[src/rtl/booth_r4_mult_seq.sv]
// Sequential radix-4 Booth multiplier.
// Each BUSY cycle retires one Booth partial product. An optional low-column
// truncation mode is available. Valid/ready handshakes are used on both the
// operand side and the result side.
module booth_r4_mult_seq #(
    parameter int N        = 16,
    parameter int APPROX_K = 4
) (
    input  logic           clk,
    input  logic           rst,
    input  logic           in_valid,
    output logic           in_ready,
    input  logic [N-1:0]   a,
    input  logic [N-1:0]   b,
    input  logic           tc,
    input  logic           approx_en,
    output logic           out_valid,
    input  logic           out_ready,
    output logic [2*N-1:0] result
);

    localparam int W  = 2 * N;
    localparam int CW = $clog2(N / 2 + 2);

    // Columns below APPROX_K are dropped from every partial product in approximate mode
    localparam logic [W-1:0] LOW_ONES  = (W'(1) << APPROX_K) - W'(1);
    localparam logic [W-1:0] KEEP_MASK = ~LOW_ONES;

    typedef enum logic [1:0] {
        IDLE,
        BUSY,
        DONE
    } state_t;

    state_t         state;
    state_t         state_nxt;
    logic [W-1:0]   acc;
    logic [W-1:0]   mcand;      // A * 4^i, modulo 2^W
    logic [N+2:0]   bsh;        // {ext2, b, 1'b0}, shifted right two bits per digit
    logic           tc_r;
    logic           approx_r;
    logic [CW-1:0]  idx;
    logic           last;
    logic           accept;
    logic           neg;
    logic           dbl;
    logic           nz;
    logic [W-1:0]   mx;
    logic [W-1:0]   pp_full;
    logic [W-1:0]   pp_used;

    assign accept = in_valid && in_ready;
    assign last   = (idx == (tc_r ? CW'(N / 2 - 1) : CW'(N / 2)));
    assign result = acc;

    // State register
    always_ff @(posedge clk or posedge rst) begin
        if (rst) begin
            state <= IDLE;
        end else begin
            state <= state_nxt;
        end
    end

    // Next-state logic; the handshake outputs are decoded from the registered state only
    always_comb begin
        state_nxt = state;
        in_ready  = 1'b0;
        out_valid = 1'b0;
        case (state)
            IDLE: begin
                in_ready = 1'b1;
                if (in_valid) begin
                    state_nxt = BUSY;
                end
            end
            BUSY: begin
                if (last) begin
                    state_nxt = DONE;
                end
            end
            DONE: begin
                out_valid = 1'b1;
                if (out_ready) begin
                    state_nxt = IDLE;
                end
            end
            default: state_nxt = IDLE;
        endcase
    end

    // Booth digit recoding from the triplet {b[2i+1], b[2i], b[2i-1]}
    always_comb begin
        neg = 1'b0;
        dbl = 1'b0;
        nz  = 1'b0;
        case (bsh[2:0])
            3'b001, 3'b010: nz = 1'b1;
            3'b011:         begin nz = 1'b1; dbl = 1'b1; end
            3'b100:         begin nz = 1'b1; dbl = 1'b1; neg = 1'b1; end
            3'b101, 3'b110: begin nz = 1'b1; neg = 1'b1; end
            default:        nz = 1'b0;
        endcase
    end

    // Partial product: the invert-plus-one negation is completed in the same cycle.
    // The mask is applied to the complete two's-complement value.
    always_comb begin
        mx      = nz ? (dbl ? (mcand << 1) : mcand) : '0;
        pp_full = (mx ^ {W{neg}}) + W'(neg);
        pp_used = approx_r ? (pp_full & KEEP_MASK) : pp_full;
    end

    // Operand capture at accept, then one digit accumulated per BUSY cycle
    always_ff @(posedge clk or posedge rst) begin
        if (rst) begin
            acc      <= '0;
            mcand    <= '0;
            bsh      <= '0;
            tc_r     <= 1'b0;
            approx_r <= 1'b0;
            idx      <= '0;
        end else if (accept) begin
            acc      <= '0;
            mcand    <= {{N{tc & a[N-1]}}, a};
            bsh      <= {(tc ? {2{b[N-1]}} : 2'b00), b, 1'b0};
            tc_r     <= tc;
            approx_r <= approx_en;
            idx      <= '0;
        end else if (state == BUSY) begin
            acc   <= acc + pp_used;
            mcand <= mcand << 2;
            bsh   <= bsh >> 2;
            idx   <= idx + CW'(1);
        end
    end

endmodule
[config.mk]
export PLATFORM = sky130hd
export DESIGN_NAME = booth_r4_mult_seq
export DESIGN_NICKNAME = d
export VERILOG_FILES = /design/src/rtl/booth_r4_mult_seq.sv
export SDC_FILE = /design/constraint.sdc
export NUM_CORES = 1
export LEC_CHECK = 0
export CAP_MARGIN = 20
export CORE_AREA = 2 2 111 166
export DETAILED_ROUTE_END_ITERATION = 12
export DIE_AREA = 0 0 113 168
export HOLD_SLACK_MARGIN = 0.03
export SYNTH_ARGS = -nofsm -noshare
export SYNTH_HDL_FRONTEND = slang
export SYNTH_SLANG_ARGS = --single-unit
[constraint.sdc]
create_clock -name clk -period 16.1 [get_ports clk]
set_input_delay 3.22 -clock clk [delete_from_list [all_inputs] [get_ports clk]]
set_output_delay 3.22 -clock clk [all_outputs]
set_load 0.02 [all_outputs]
==> flow_metrics.tcl <==
set metrics [dict create \
    timing.rr.start "bsh[0]$_DFFE_PP0P_" \
    fill_cells 1778 \
    required_ns 16.30 \
    crit_path_end "result[31]$_DFFE_PP0P_" \
    grt_setup_unrepaired "false" \
    synth_cell_types 74 \
    muxShareOfSynthArea_pct 0.291 \
    cts_made_buffers 9 \
    drc_errors 3 \
    cts_tree "done" \
    finalWirelength_um 18400 \
    die_w_um 113 \
    synth_compound_area_share_pct 24.0 \
    ant_nets 0 \
    violations "DRC" \
    r2r_slack_ns 10.84 \
    die_h_um 168 \
    syn_avg_cell_area_sq_um 8.42 \
    synth-edff-count 0 \
    fp.coreArea_sq_um 17700 \
    min_period_over_period_pct 32.7 \
    synthCells 818 \
    cts_setup_buffers 0 \
    critical_path_class "flop to flop" \
    syn-num-nets 897 \
    area_delta_synth_final_pct 17.1 \
    synth_top_family_by_area "compound AO/OA/AOI/OAI gates" \
    synthSimpleGateAreaFrac_pct 20.2 \
    yosys.area_share.adder_pct 7.56 \
    ys_ff_latch 90 \
    post_cts_resized 0 \
    grt_max_degree 67 \
    slowest_stage "or3b_4" \
    dr.first_iter.drc_count 337 \
    htreeDepth 3 \
    floorplan.rows 60 \
    hp-class "flop to flop" \
    path_buf_inv 0 \
    holdWs_ns 0.480 \
    reg2reg_to "result[31]$_DFFE_PP0P_" \
    worstPathCellList "or3b_4 -> o221ai_1 -> ha_1 -> nand2_1 -> nor4_2 -> nor3b_2 -> nor2_1 -> ha_1 -> a21oi_1 -> o21ai_0 -> a21oi_1 -> nor2b_1 -> a31oi_1 -> o21ai_0 -> a211oi_1 -> xnor2_1 -> o21ai_1" \
    clk_latency_ns 0.36 \
    crit_path_max_incr_delay_ns 0.64 \
    tightest_slew_ns 0.876 \
    initial_core_util_pct 38.9 \
    grt_pass1_wl_um 30200 \
    finalSetupViolations 0 \
    drtPass1Iterations 9 \
    grt_pass1_vias 5962 \
    viasPerCell 5.62 \
    dpl_cell_area_sq_um 7740 \
    drive_gt1_share_pct 5.81 \
    grt_overflow 0 \
    place.gp.congestion 0.919 \
    cts-root-buf "clkbuf_16" \
    ys_dominant_reg_cell "dfrtp_1" \
    cts_sinks 90 \
    cp.depth 17 \
    antenna_cells 0 \
    port_buffers 71 \
    dp_hpwl_um 13400 \
    ff_latch_area_sq_um 2250 \
    postSynth.asyncResetShare_pct 100 \
    ios 72 \
    maxCapViolCount 0 \
    critPathTopFamily "simple AND/OR/NAND/NOR gates" \
    slew_violations 0 \
    slew_headroom_pct 41.6 \
    synthesis.area_sq_um 6890 \
    fmax_ghz 0.190 \
    multi_input_area_sq_um 4410 \
    clk_pin_slew_ns 0.08 \
    clockBufferDepth 2 \
    cp-start-kind "flop" \
    finClkSkew_ns 0.0141 \
    min_period_ns 5.26 \
    synthXorXnorAreaFrac_pct 11.6 \
    antenna_found_initial 0 \
    cts_hold_buffers 0 \
    endpoint_kind "flop" \
    status "finished with violations" \
    reg2reg_depth 17 \
    vias 6057 \
    hold_viol_final 0 \
    crit_start "bsh[0]$_DFFE_PP0P_" \
    crit_fanout 32 \
    grt_util_all_layers_pct 19.7 \
    hp-start "bsh[11]$_DFFE_PP0P_" \
    yosys_warnings 0 \
    routedWlPerCell_um 17.0 \
    nets 935 \
    final_core_util_pct 45.5 \
    ys_seq_area_share_pct 32.7 \
    dieArea_sq_um 19000 \
    crit_arrival_ns 5.46 \
    stdcell_area_sq_um 8060 \
    tns_ns 0 \
]
worst min-delay path: stages (launching register included):
cell and delay (ns):
dfrtp_1 0.35, nand2_1 0.05, nand2_1 0.05
logic make-up (layout without fill, tap and decap cells):
kind of cell | Yosys count | count (layout)
AND/OR/NAND/NOR | 281 | 281
XOR/XNOR | 90 | 90
flip-flops | 90 | 90
adder cells (fa/ha/maj) | 41 | 41
AO/OA/AOI/OAI | 251 | 251
buffers and inverters | 63 | 106
multiplexers | 2 | 2
per-stage QoR:
stage                     cells  worst slack [ns]
after floorplan             818             10.54
after global placement     1061             10.49
after detailed placement   1061             10.46
after CTS                  1077             10.80
after global routing       1078             10.30
final                      1078             10.84
routing by layer:
metal | up-vias | part of all wire (%) | track usage [%]
met4 | 0 | 2.7 | 6.73
met1 | 2899 | 40 | 22.7
met3 | 26 | 2.6 | 2.74
met2 | 104 | 55 | 36.9
met5 | - | 0 | 0
li1 | 3028 | - | -
cell usage in the layout (no fill, tap or decap), drive strengths merged, types with 10 or more instances in the layout:
cell type / count
a211oi: 10
o21ai: 78
nand3: 27
clkdlybuf4s50: 71
xnor2: 46
xor2: 44
nand2b: 11
dfrtp: 90
nor3: 10
a21o: 15
ha: 40
a22oi: 36
nor2: 50
inv: 12
nand2: 124
a221oi: 18
a21oi: 44
cells in the mapped netlist (11+ instances only):
cell / number / share of area [%]
o21ai_0: 75 / 5.4
a22oi_1: 36 / 3.9
nand3_1: 25 / 1.8
nand2_1: 124 / 6.8
nor2_1: 50 / 2.7
a21o_1: 15 / 1.6
xnor2_1: 45 / 5.7
nand2b_1: 11 / 1.0
ha_1: 40 / 7.3
xor2_1: 44 / 5.6
a21oi_1: 44 / 3.2
dfrtp_1: 90 / 33
clkbuf_1: 40 / 2.2
a221oi_1: 18 / 2.3
sequential cells by signal (all words and copies together) (netlist names):
| signal | cells |
|---|---|
| result | 32 |
| state | 2 |
| approx_r | 1 |
| tc_r | 1 |
| bsh | 18 |
| idx | 4 |
| mcand | 32 |
cell type report:
| class | instances | area share, % |
|---|---|---|
| multi-input combinational | 665 | 54.6 |
| sequential | 90 | 27.9 |
| timing repair buffer | 80 | 9.90 |
| tap | 217 | 3.37 |
| clock buffer | 9 | 2.79 |
| clock inverter | 7 | 0.869 |
| inverter | 10 | 0.481 |
how the worst min path moves through the flow:
stage               slack [ns]  depth (start not counted)             endpoint
floorplan                 0.45                          2  bsh[10]$_DFFE_PP0P_
global placement          0.46                          2   bsh[4]$_DFFE_PP0P_
detailed placement        0.46                          2  bsh[11]$_DFFE_PP0P_
CTS                       0.48                          2   bsh[4]$_DFFE_PP0P_
global route              0.50                          2   bsh[4]$_DFFE_PP0P_
finish                    0.48                          2  bsh[11]$_DFFE_PP0P_
Power is left out: the tool's default activity adds up to more than one toggle a clock period on the data nets, which glitch-free logic cannot reach.
